--- config.mk ---
export PLATFORM = sky130hd
export DESIGN_NAME = issue_rat_freelist_banked
export DESIGN_NICKNAME = d
export VERILOG_FILES = /design/src/rtl/issue_rat_freelist_banked.sv
export SDC_FILE = /design/constraint.sdc
export NUM_CORES = 1
export LEC_CHECK = 0
export ABC_CLOCK_PERIOD_IN_PS = 14700
export CAP_MARGIN = 20
export CELL_PAD_IN_SITES_DETAIL_PLACEMENT = 1
export CELL_PAD_IN_SITES_GLOBAL_PLACEMENT = 1
export CORE_MARGIN = 5
export CORE_UTILIZATION = 38
export DETAILED_ROUTE_END_ITERATION = 8
export DONT_BUFFER_PORTS = 1
export GPL_TIMING_DRIVEN = 0
export HOLD_SLACK_MARGIN = 0.15
export PLACE_DENSITY_LB_ADDON = 0.1
export SYNTH_ARGS = -nofsm -noshare
export SYNTH_HDL_FRONTEND = slang
export SYNTH_SLANG_ARGS = --single-unit
--- constraint.sdc ---
create_clock -name clk -period 14.7 [get_ports clk]
set_input_delay 2.205 -clock clk [delete_from_list [all_inputs] [get_ports clk]]
set_output_delay 2.205 -clock clk [all_outputs]
set_load 0.05 [all_outputs]
--- src/rtl/issue_rat_freelist_banked.sv ---
// issue_rat_freelist_banked
//   Banked free list of physical register file tags for the issue-stage RAT.
//   Free tags live in BANK_COUNT circular FIFOs; a tag's home bank is its low
//   BW bits. Returned tags arrive on a redeem port (highest priority) and an
//   abandon port (direct write or a 1-entry skid buffer). One tag per cycle is
//   handed out, round-robin across non-empty banks.
//
// Ports
//   clk, reset          clock, asynchronous active-high reset
//   i_redeemed_*        returned tag, redeem port (valid/ready)
//   i_abandoned_*       returned tag, abandon port (valid/ready)
//   o_acquire_*         offered tag (valid), consumed by i_acquire_ready
//   o_free_count        registered count of tags held in the banks
//   o_low_water         o_free_count <= LOW_WATERMARK
module issue_rat_freelist_banked #(
   parameter  int PRF_COUNT     = 64,
   parameter  int BANK_COUNT    = 2,
   parameter  int LOW_WATERMARK = 4,
   localparam int PW            = $clog2(PRF_COUNT),
   localparam int BW            = $clog2(BANK_COUNT)
) (
   input  logic          clk,
   input  logic          reset,
   input  logic [PW-1:0] i_redeemed_prf,
   input  logic          i_redeemed_valid,
   output logic          o_redeemed_ready,
   input  logic [PW-1:0] i_abandoned_prf,
   input  logic          i_abandoned_valid,
   output logic          o_abandoned_ready,
   output logic [PW-1:0] o_acquire_prf,
   output logic          o_acquire_valid,
   input  logic          i_acquire_ready,
   output logic [PW:0]   o_free_count,
   output logic          o_low_water
);

   localparam int DEPTH = PRF_COUNT / BANK_COUNT;
   localparam int DW    = $clog2(DEPTH);
   localparam int CW    = DW + 1;
   localparam int FW    = PW + 1;

   // bank storage and per-bank FIFO state
   logic [PW-1:0] mem_q   [BANK_COUNT][DEPTH];
   logic [DW-1:0] rd_q    [BANK_COUNT];
   logic [DW-1:0] rd_d    [BANK_COUNT];
   logic [DW-1:0] wr_q    [BANK_COUNT];
   logic [DW-1:0] wr_d    [BANK_COUNT];
   logic [CW-1:0] cnt_q   [BANK_COUNT];
   logic [CW-1:0] cnt_d   [BANK_COUNT];
   logic [PW-1:0] wr_tag  [BANK_COUNT];

   logic [BW-1:0] rr_q, rr_d;
   logic [FW-1:0] fcnt_q, fcnt_d;
   logic          buf_vld_q, buf_vld_d;
   logic [PW-1:0] buf_tag_q, buf_tag_d;

   logic [BANK_COUNT-1:0] full, empty, wr_en, pop_en;
   logic [BW-1:0]         red_bank, ab_bank, buf_bank, sel;
   logic                  red_win, buf_win, ab_ok, ab_win, buf_free, buf_load;
   logic                  found, pop;
   logic [1:0]            nwr;

   // bank status from registered counts only, so ready never sees this cycle's pop
   always_comb begin
      for (int b = 0; b < BANK_COUNT; b++) begin
         full[b]  = (cnt_q[b] == CW'(DEPTH));
         empty[b] = (cnt_q[b] == '0);
      end
   end

   // write arbitration: redeem > skid buffer > direct abandon, per home bank
   always_comb begin
      red_bank = i_redeemed_prf[BW-1:0];
      ab_bank  = i_abandoned_prf[BW-1:0];
      buf_bank = buf_tag_q[BW-1:0];

      red_win  = i_redeemed_valid && !full[red_bank];
      buf_win  = buf_vld_q && !full[buf_bank] &&
                 !(red_win && (red_bank == buf_bank));
      // a full home bank means a duplicate return: never accept, not even into the buffer
      ab_ok    = i_abandoned_valid && !full[ab_bank];
      ab_win   = ab_ok && !(red_win && (red_bank == ab_bank)) &&
                 !(buf_win && (buf_bank == ab_bank));
      buf_free = !buf_vld_q || buf_win;
      buf_load = ab_ok && !ab_win && buf_free;

      o_redeemed_ready  = red_win;
      o_abandoned_ready = ab_ok && (ab_win || buf_free);
   end

   // round-robin acquire select: first non-empty bank starting at rr
   always_comb begin
      sel   = rr_q;
      found = 1'b0;
      for (int k = 0; k < BANK_COUNT; k++) begin
         if (!found && !empty[rr_q + BW'(k)]) begin
            sel   = rr_q + BW'(k);
            found = 1'b1;
         end
      end
      o_acquire_valid = |(~empty);
      o_acquire_prf   = mem_q[sel][rd_q[sel]];
      pop             = o_acquire_valid && i_acquire_ready;
      rr_d            = pop ? sel + BW'(1) : rr_q;
   end

   // per-bank next state
   always_comb begin
      for (int b = 0; b < BANK_COUNT; b++) begin
         wr_en[b]  = 1'b0;
         wr_tag[b] = '0;
         if (red_win && (red_bank == BW'(b))) begin
            wr_en[b]  = 1'b1;
            wr_tag[b] = i_redeemed_prf;
         end else if (buf_win && (buf_bank == BW'(b))) begin
            wr_en[b]  = 1'b1;
            wr_tag[b] = buf_tag_q;
         end else if (ab_win && (ab_bank == BW'(b))) begin
            wr_en[b]  = 1'b1;
            wr_tag[b] = i_abandoned_prf;
         end
         pop_en[b] = pop && (sel == BW'(b));
         wr_d[b]   = wr_q[b] + DW'(wr_en[b]);
         rd_d[b]   = rd_q[b] + DW'(pop_en[b]);
         cnt_d[b]  = cnt_q[b] + CW'(wr_en[b]) - CW'(pop_en[b]);
      end
   end

   // skid buffer and free count
   always_comb begin
      buf_vld_d = buf_vld_q;
      buf_tag_d = buf_tag_q;
      if (buf_win) buf_vld_d = 1'b0;
      if (buf_load) begin
         buf_vld_d = 1'b1;
         buf_tag_d = i_abandoned_prf;
      end
      nwr    = {1'b0, red_win} + {1'b0, buf_win} + {1'b0, ab_win};
      fcnt_d = fcnt_q + FW'(nwr) - FW'(pop);
   end

   always_ff @(posedge clk or posedge reset) begin
      if (reset) begin
         // every bank starts full: b, b+BANK_COUNT, ... ascending from head
         for (int b = 0; b < BANK_COUNT; b++) begin
            for (int i = 0; i < DEPTH; i++) mem_q[b][i] <= PW'(b + i * BANK_COUNT);
            rd_q[b]  <= '0;
            wr_q[b]  <= '0;
            cnt_q[b] <= CW'(DEPTH);
         end
         rr_q      <= '0;
         fcnt_q    <= FW'(PRF_COUNT);
         buf_vld_q <= 1'b0;
         buf_tag_q <= '0;
      end else begin
         for (int b = 0; b < BANK_COUNT; b++) begin
            if (wr_en[b]) mem_q[b][wr_q[b]] <= wr_tag[b];
            rd_q[b]  <= rd_d[b];
            wr_q[b]  <= wr_d[b];
            cnt_q[b] <= cnt_d[b];
         end
         rr_q      <= rr_d;
         fcnt_q    <= fcnt_d;
         buf_vld_q <= buf_vld_d;
         buf_tag_q <= buf_tag_d;
      end
   end

   assign o_free_count = fcnt_q;
   assign o_low_water  = (fcnt_q <= FW'(LOW_WATERMARK));

endmodule

==> impl_table.tex, run 1 <==
\begin{tabular}{lr}
\hline
Metric & Value \\
\hline
\multicolumn{2}{l}{\textbf{Logic synthesis}} \\
\quad Post-Synthesis Cells & 1872 \\
\quad Fraction of synthesis flops using an asynchronous set or reset pin & 100\% \\
\quad Synth unique cells & 80 \\
\quad Number of flops mapped to enable cells by yosys & 0 \\
\quad Library cell occupying the most area in the post-synthesis netlist & sky130\_fd\_sc\_hd\_\_dfrtp\_1 \\
\quad Synth Area per Inst & 11.1 um2 \\
\quad Fraction of the yosys area taken by sequential cells & 52.9\% \\
\quad Synth top area share & 28.3\% \\
\quad Number of warnings reported in the yosys synthesis log & 0 \\
\quad Number of flip-flops and latches in the synthesized netlist & 431 \\
\quad Syn\_nets & 1934 \\
\quad Synthesized cell area & 0.0208 mm2 \\
\quad Top area cells in the synthesized netlist & sky130\_fd\_sc\_hd\_\_dfrtp\_1 28\%, sky130\_fd\_sc\_hd\_\_dfstp\_2 25\%, sky130\_fd\_sc\_hd\_\_mux2\_2 7.5\% \\
\quad Most used DFF post-synth & sky130\_fd\_sc\_hd\_\_dfrtp\_1 \\
\multicolumn{2}{l}{\textbf{Critical path}} \\
\quad CP max FO & 10 \\
\quad FF-to-FF path depth & 20 \\
\quad Data arrival time of the critical path & 5.69 ns \\
\quad Startpoint class of the critical path & register \\
\quad R2R Path Start & cnt\_q[2] \\
\quad Source of the critical timing path & cnt\_q[2] \\
\quad WS Path Type & register to output port \\
\quad Capturing element type of the critical path & output port \\
\quad Register-to-register setup slack & 9.41 ns \\
\quad Req. time, crit path & 12.49 ns \\
\multicolumn{2}{l}{\textbf{Global routing}} \\
\quad Vias in the first global route & 16100 \\
\quad Remaining global-route overflow & 0 \\
\quad Met3 layer usage reported by global route & 5.95\% \\
\quad Met2 capacity usage during global routing & 40.8\% \\
\quad Largest net degree at the start of global routing & 130 \\
\quad Global-route wire length before repair & 119000 um \\
\quad Top Usage Layer GRT & met2 \\
\quad Initial antenna violation count & 3 \\
\quad Global routing met1 resource utilization & 40.2\% \\
\quad Overall Global Routing Usage & 27.5\% \\
\multicolumn{2}{l}{\textbf{Power}} \\
\quad LEAKAGE & 10.1 nW \\
\quad Worst-case vdd ir drop & 107 uV \\
\quad Power density normalized to cell area & 273 mW/mm2 \\
\multicolumn{2}{l}{\textbf{Clock network}} \\
\quad Sink Count & 431 \\
\quad Post-CTS setup buffer count & 0 \\
\quad Clock tree from TritonCTS & built \\
\quad Buffer cell driving the clock tree root & sky130\_fd\_sc\_hd\_\_clkbuf\_16 \\
\quad Number of buffers added to fix hold violations after cts & 0 \\
\quad Number of CTS-inserted buffers & 51 \\
\quad Maximum clock path buffer count & 3 \\
\quad Insertion delay to the later sink of the worst-skew pair & 0.62 ns \\
\quad CTS clk-pin slew, worst paths & 0.06 ns \\
\quad Number of H-tree levels & 2 \\
\quad Number of gates given a new drive strength after cts & 0 \\
\multicolumn{2}{l}{\textbf{Worst hold path}} \\
\quad Class of the worst hold path & register to register \\
\quad Hold path startpoint & mem\_q[193] \\
\quad Cell depth of the worst min-delay path & 2 \\
\multicolumn{2}{l}{\textbf{Timing}} \\
\quad Max Clock Skew & 0.0289 ns \\
\quad Relative slew margins & 11.2\% \\
\quad Final count of pins violating max slew & 0 \\
\quad Unrepaired setup endpoints after global routing & no \\
\quad Crit path setup slack, layout & 6.81 ns \\
\quad Transition time of the tightest slew-check pin & 1.33 ns \\
\quad Hold violation count in the final report & 0 \\
\quad Period Utilization, post-route & 53.7\% \\
\quad Maximum clock frequency & 127 MHz \\
\quad Minimum period implied by the final worst setup slack & 7.89 ns \\
\quad Final sum of negative setup slack & 0 ns \\
\quad Endpoints failing setup & 0 \\
\multicolumn{2}{l}{\textbf{Final layout}} \\
\quad Fraction of layout instances using a drive strength above 1 & 28.1\% \\
\quad Area growth from synthesis to final layout & 13.2\% \\
\quad Post-layout nets & 1999 \\
\quad FILL cells & 5815 \\
\multicolumn{2}{l}{\textbf{Floorplanning}} \\
\quad Full die area & 0.0596 mm2 \\
\quad Vertical die dimension & 244 um \\
\quad Standard cell core area & 0.0541 mm2 \\
\quad Die width & 244 um \\
\quad Standard-cell row count & 85 \\
\quad I/O pins & 34 \\
\quad Starting density of the core & 38.5\% \\
\multicolumn{2}{l}{\textbf{Placement}} \\
\quad PortBufs & 0 \\
\quad HPWL after DPL & 58400 um \\
\quad Routability congestion estimate from global placement & 0.941 \\
\quad Post-Place Setup Slack & 7.53 ns \\
\multicolumn{2}{l}{\textbf{Routing}} \\
\quad Routed length per placed instance & 30.8 um \\
\quad Total DRC errors in the routed layout & 0 \\
\quad Average via count per standard cell & 5.82 \\
\quad Number of search-and-repair iterations in the first detailed-routing pass & 5 \\
\quad Final antenna-violating net count & 0 \\
\quad Total length of routed wires & 82500 um \\
\quad Via count & 15600 \\
\quad Violation count after the first detailed-routing iteration & 1463 \\
\multicolumn{2}{l}{\textbf{Flow run}} \\
\quad Max-capacitance violation count & 0 \\
\multicolumn{2}{l}{\textbf{Outcome}} \\
\quad Result of the run & completed \\
\hline
\end{tabular}
## cell usage after synthesis (9+ instances only)
cell type                  instances
sky130_fd_sc_hd__clkbuf_1         85
sky130_fd_sc_hd__mux2i_1          27
sky130_fd_sc_hd__a211oi_1         27
sky130_fd_sc_hd__a22oi_1          18
sky130_fd_sc_hd__and2_1           23
sky130_fd_sc_hd__o211ai_1         11
sky130_fd_sc_hd__a31oi_1          16
sky130_fd_sc_hd__nand3b_1          9
sky130_fd_sc_hd__nand2b_1         12
sky130_fd_sc_hd__mux2_2          139
sky130_fd_sc_hd__xor2_1           11
sky130_fd_sc_hd__ha_1             41
sky130_fd_sc_hd__nor2b_1          27
sky130_fd_sc_hd__mux4_2           34
sky130_fd_sc_hd__nand3_1          31
sky130_fd_sc_hd__dfrtp_1         236
sky130_fd_sc_hd__xnor2_1          17
sky130_fd_sc_hd__or2_2            26
sky130_fd_sc_hd__inv_1            44
sky130_fd_sc_hd__nor2_1          144
sky130_fd_sc_hd__buf_2            30
sky130_fd_sc_hd__o21ai_0         105
sky130_fd_sc_hd__a21oi_1         138
sky130_fd_sc_hd__nand2_1         249
sky130_fd_sc_hd__mux2_1           29
sky130_fd_sc_hd__dfstp_2         195
## cell families (layout without fill, tap and decap cells)
logic type	Yosys count	count (layout)	share of synthesized area, %
AOI/OAI and AO/OA	376	376	11.0
xor gates and xnor gates	28	28	1.18
adders and majority gates	47	47	2.95
buffers and inverters	179	286	3.90
DFF	431	431	52.9
muxes	235	235	14.7
other	0	1	0
and+or+nand+nor	576	576	13.4
## sequential cells by signal, indices dropped and copies added (netlist names)
name and count:
mem_q 384, cnt_q 12, rd_q 10, wr_q 10, o_free_count 7, buf_tag_q 6, buf_vld_q 1, rr_q 1
## worst max-delay path, cell delays in order, from the launching register on
cell and delay, ns:
sky130_fd_sc_hd__dfrtp_1 0.39, sky130_fd_sc_hd__inv_1 0.10, sky130_fd_sc_hd__ha_1 0.20, sky130_fd_sc_hd__nor4bb_1 0.54
sky130_fd_sc_hd__buf_2 0.29, sky130_fd_sc_hd__maj3_2 0.33, sky130_fd_sc_hd__buf_2 0.30, sky130_fd_sc_hd__nor2_1 0.07
sky130_fd_sc_hd__nor2_1 0.63, sky130_fd_sc_hd__clkbuf_1 0.72, sky130_fd_sc_hd__a211oi_1 0.09, sky130_fd_sc_hd__a31oi_1 0.41
sky130_fd_sc_hd__nor2_1 0.11, sky130_fd_sc_hd__nor3_2 0.89
## worst paths after layout
kind	end
max reg2reg	cnt_q[4]
max	o_acquire_prf[3]
min reg2reg	mem_q[193]
max in group asynchronous	wr_q[9]
min in group asynchronous	mem_q[190]
min	mem_q[193]
## metal layers
layer | share of wire (%) | wire, um
met1 | 46 | 38000
met3 | 7.5 | 6180
met5 | 0.0085 | 7
met2 | 43 | 35400
met4 | 3.5 | 2920
## cells in the final DEF, fill, tap and decap left out, types with 7 or more instances in the layout
cell                          n
sky130_fd_sc_hd__clkbuf_16   51
sky130_fd_sc_hd__mux2i_1     27
sky130_fd_sc_hd__and2_1      23
sky130_fd_sc_hd__mux4_2      34
sky130_fd_sc_hd__nand3b_1     9
sky130_fd_sc_hd__dfrtp_1    236
sky130_fd_sc_hd__nand2_1    249
sky130_fd_sc_hd__dfstp_2    195
sky130_fd_sc_hd__nor2_1     144
sky130_fd_sc_hd__clkbuf_1   105
sky130_fd_sc_hd__buf_6        7
sky130_fd_sc_hd__nor2b_1     27
sky130_fd_sc_hd__or2_2       26
sky130_fd_sc_hd__ha_1        41
sky130_fd_sc_hd__o21ai_0    105
sky130_fd_sc_hd__a211oi_1    26
sky130_fd_sc_hd__nor2_8       8
sky130_fd_sc_hd__mux2_2     139
sky130_fd_sc_hd__a221oi_1     8
sky130_fd_sc_hd__o211ai_1    11
sky130_fd_sc_hd__nand2b_1    12
sky130_fd_sc_hd__nand3_1     31
sky130_fd_sc_hd__mux2_1      29
sky130_fd_sc_hd__nand4_1      7
sky130_fd_sc_hd__a31oi_1     16
sky130_fd_sc_hd__nor3_1       8
sky130_fd_sc_hd__clkbuf_8     7
sky130_fd_sc_hd__a22oi_1     18
sky130_fd_sc_hd__buf_2       31
sky130_fd_sc_hd__buf_4        9
sky130_fd_sc_hd__xor2_1      11
sky130_fd_sc_hd__inv_1       43
sky130_fd_sc_hd__xnor2_1     17
sky130_fd_sc_hd__a21oi_1    138
## area by class of cell
cell class	instances	area (um2)	area share [%]
antenna	1	2.50	0.0106
buffer	132	637	2.70
clock buffer	78	1450	6.14
clock inverter	17	233	0.987
inverter	47	184	0.780
multi-input combinational	1262	9010	38.2
sequential	431	11000	46.8
tap	696	871	3.69
timing repair buffer	12	178	0.753
## where the power goes
group	total [W]	switching [W]	internal [W]
registers	0.00217	0.000344	0.00182
logic	0.00297	0.00198	0.000983
clock network	0.00130	0.000534	0.000767
## stage by stage
stage | std cells | utilization, % | cell area, um2 | total power, W | hold slack [ns]
floorplan | 1872 | - | 20800 | 0.00386 | 0.444
global placement | 2568 | 40.1 | 21700 | 0.00495 | 0.456
detailed placement | 2580 | 40.5 | 21900 | 0.00508 | 0.459
CTS | 2675 | 43.6 | 23600 | 0.00640 | 0.466
global route | 2675 | 43.6 | 23600 | 0.00671 | 0.482
finish | 2676 | 43.6 | 23600 | 0.00644 | 0.465
(Power assumes the default switching activity.)
==> run 2, diff against run 1 <==
--- a/config.mk
+++ b/config.mk
@@ -5,7 +5,7 @@
 export SDC_FILE = /design/constraint.sdc
 export NUM_CORES = 1
 export LEC_CHECK = 0
-export ABC_CLOCK_PERIOD_IN_PS = 14700
+export ABC_CLOCK_PERIOD_IN_PS = 7300
 export CAP_MARGIN = 20
 export CELL_PAD_IN_SITES_DETAIL_PLACEMENT = 1
 export CELL_PAD_IN_SITES_GLOBAL_PLACEMENT = 1
==> constraint.sdc (replaced) <==
create_clock -name clk -period 7.3 [get_ports clk]
set_input_delay 1.095 -clock clk [delete_from_list [all_inputs] [get_ports clk]]
set_output_delay 1.095 -clock clk [all_outputs]
set_load 0.05 [all_outputs]
==> impl_table.tex, run 2 (synthesis gave the netlist of run 1 again) <==
\begin{tabular}{lr}
\hline
Metric & Value \\
\hline
\multicolumn{2}{l}{\textbf{Floorplanning}} \\
\quad Die width & 244 um \\
\quad Vertical die dimension & 244 um \\
\quad Standard cell core area & 0.0541 mm2 \\
\quad Full die area & 0.0596 mm2 \\
\quad I/O pins & 34 \\
\quad Standard-cell row count & 85 \\
\quad Starting density of the core & 38.5\% \\
\multicolumn{2}{l}{\textbf{Critical path}} \\
\quad Startpoint class of the critical path & register \\
\quad Data arrival time of the critical path & 5.75 ns \\
\quad CP max FO & 10 \\
\quad Capturing element type of the critical path & output port \\
\quad Delay of the slowest cell on the worst path & 0.89 ns \\
\quad WS Path Type & register to output port \\
\quad Cell family contributing the most delay on the critical path & simple AND/OR/NAND/NOR gates \\
\quad FF-to-FF path depth & 20 \\
\quad Ordered list of cells on the worst path & inv\_1, ha\_1, nor4bb\_1, buf\_2, maj3\_2, buf\_2, nor2\_1, nor2\_1, clkbuf\_1, a211oi\_1, a31oi\_1, nor2\_1, nor3\_2 \\
\quad R2R Path Start & cnt\_q[2] \\
\quad Worst path depth & 13 \\
\quad Worst Path Buf+Inv & 4 \\
\quad Register-to-register setup slack & 1.97 ns \\
\quad Capture instance of the worst register-to-register path & cnt\_q[4] \\
\quad Crit path top cell by count & sky130\_fd\_sc\_hd\_\_nor2\_1 \\
\quad Slowest library cell on the worst path & sky130\_fd\_sc\_hd\_\_nor3\_2 \\
\quad Req. time, crit path & 6.20 ns \\
\multicolumn{2}{l}{\textbf{Final layout}} \\
\quad Fraction of layout instances using a drive strength above 1 & 28.4\% \\
\quad Commonest non-fill, non-tap cell in the layout & sky130\_fd\_sc\_hd\_\_nand2\_1 \\
\quad Largest registers & mem\_q (384), cnt\_q (12) \\
\quad Register containing the most flip-flops in the final layout & mem\_q \\
\quad Post-layout nets & 2009 \\
\quad FILL cells & 5836 \\
\quad Area growth from synthesis to final layout & 14.2\% \\
\quad Share of the core filled with cells & 44.0\% \\
\quad Max reg flops & 384 \\
\quad Commonest cells after routing, fill and taps aside & 249 x sky130\_fd\_sc\_hd\_\_nand2\_1, 236 x sky130\_fd\_sc\_hd\_\_dfrtp\_1, 195 x sky130\_fd\_sc\_hd\_\_dfstp\_2, 144 x sky130\_fd\_sc\_hd\_\_nor2\_1, 139 x sky130\_fd\_sc\_hd\_\_mux2\_2 \\
\quad Final Non-Filler Cells & 2688 \\
\multicolumn{2}{l}{\textbf{Timing}} \\
\quad Worst hold slack & 0.424 ns \\
\quad Hold violation count in the final report & 0 \\
\quad Relative slew margins & 8.10\% \\
\quad Max Clock Skew & 0.0343 ns \\
\quad Transition time of the tightest slew-check pin & 1.38 ns \\
\quad Endpoints failing setup & 0 \\
\quad Crit path setup slack, layout & 0.450 ns \\
\quad Final count of pins violating max slew & 0 \\
\quad Maximum clock frequency & 146 MHz \\
\quad Unrepaired setup endpoints after global routing & no \\
\quad Minimum period implied by the final worst setup slack & 6.85 ns \\
\quad Period Utilization, post-route & 93.8\% \\
\multicolumn{2}{l}{\textbf{Placement}} \\
\quad HPWL after DPL & 59500 um \\
\quad Routability congestion estimate from global placement & 0.943 \\
\quad Placed cells & 2589 \\
\quad PortBufs & 0 \\
\quad Post-Place Setup Slack & 1.22 ns \\
\multicolumn{2}{l}{\textbf{Routing}} \\
\quad Total DRC errors in the routed layout & 0 \\
\quad Final antenna-violating net count & 0 \\
\quad Routed length per placed instance & 31.0 um \\
\quad Violation count after the first detailed-routing iteration & 1471 \\
\quad Total length of routed wires & 83300 um \\
\quad Number of search-and-repair iterations in the first detailed-routing pass & 6 \\
\quad Via count & 15700 \\
\quad Average via count per standard cell & 5.85 \\
\multicolumn{2}{l}{\textbf{Clock network}} \\
\quad CTS clk-pin slew, worst paths & 0.06 ns \\
\quad Number of H-tree levels & 2 \\
\quad Number of buffers added to fix hold violations after cts & 0 \\
\quad Buffer cell driving the clock tree root & sky130\_fd\_sc\_hd\_\_clkbuf\_16 \\
\quad Maximum clock path buffer count & 3 \\
\quad Number of gates given a new drive strength after cts & 0 \\
\quad Number of CTS-inserted buffers & 50 \\
\quad Clock tree from TritonCTS & built \\
\quad Insertion delay to the later sink of the worst-skew pair & 0.61 ns \\
\quad Sink Count & 431 \\
\quad Post-CTS setup buffer count & 0 \\
\multicolumn{2}{l}{\textbf{Power}} \\
\quad Total chip power & 0.0130 W \\
\quad LEAKAGE & 10.2 nW \\
\quad Worst-case vdd ir drop & 231 uV \\
\quad Power density normalized to cell area & 547 mW/mm2 \\
\multicolumn{2}{l}{\textbf{Flow run}} \\
\quad Max-capacitance violation count & 0 \\
\multicolumn{2}{l}{\textbf{Global routing}} \\
\quad Initial antenna violation count & 3 \\
\quad Vias in the first global route & 16200 \\
\quad Remaining global-route overflow & 0 \\
\quad Largest net degree at the start of global routing & 43 \\
\quad Overall Global Routing Usage & 27.6\% \\
\quad Global-route wire length before repair & 119000 um \\
\multicolumn{2}{l}{\textbf{Outcome}} \\
\quad Result of the run & completed \\
\multicolumn{2}{l}{\textbf{Worst hold path}} \\
\quad Class of the worst hold path & input port to async pin \\
\hline
\end{tabular}
[run 2: cell types whose count changed in the layout (fill, tap and decap cells not counted), sizes merged]
cell / previous run / this run
buf: 59 / 70
bufinv: 5 / 4
clkbuf: 163 / 172
clkinv: 6 / 3
clkinvlp: 3 / 1
diode: 1 / 3
inv: 50 / 46
[run 2: layer usage]
metal	GRT usage [%]	wire, um	up-vias
met2	41.3	36200	538
li1	-	-	6709
met3	5.30	5900	145
met4	7.63	2330	0
met1	41.1	38800	8341
met5	0	0	-
[run 2: report_power, final]
group | leakage, nW | total (W) | switching (W) | internal (W)
logic | 4.27 | 0.00601 | 0.00401 | 0.00201
clock network | 0.834 | 0.00265 | 0.00105 | 0.00159
registers | 5.08 | 0.00437 | 0.000697 | 0.00367
total | 10.2 | 0.0130 | 0.00576 | 0.00727
[run 2: stage by stage]
step	instance area [um2]	TNS (ns)
after floorplan	20900	0
after global placement	21700	-492.14
after detailed placement	22100	0
after CTS	23800	0
after global routing	23800	0
final	23800	0
[run 2: area by class of cell]
cell class | count | area [um2] | area share, %
tap | 696 | 871 | 3.66
multi-input combinational | 1262 | 9010 | 37.8
sequential | 431 | 11000 | 46.3
clock buffer | 87 | 1570 | 6.61
antenna | 3 | 7.51 | 0.0315
timing repair buffer | 23 | 362 | 1.52
inverter | 47 | 180 | 0.757
buffer | 132 | 637 | 2.68
clock inverter | 7 | 135 | 0.568
[run 2: worst max path at each step]
stage	from	slack (ns)	endpoint
after floorplan	reset	0.54	buf_tag_q[0]
after global placement	reset	-2.13	mem_q[254]
after detailed placement	cnt_q[2]	1.22	o_acquire_prf[3]
after CTS	cnt_q[2]	0.54	o_acquire_prf[3]
after global routing	cnt_q[2]	0.36	o_acquire_prf[3]
final	cnt_q[2]	0.45	o_acquire_prf[3]
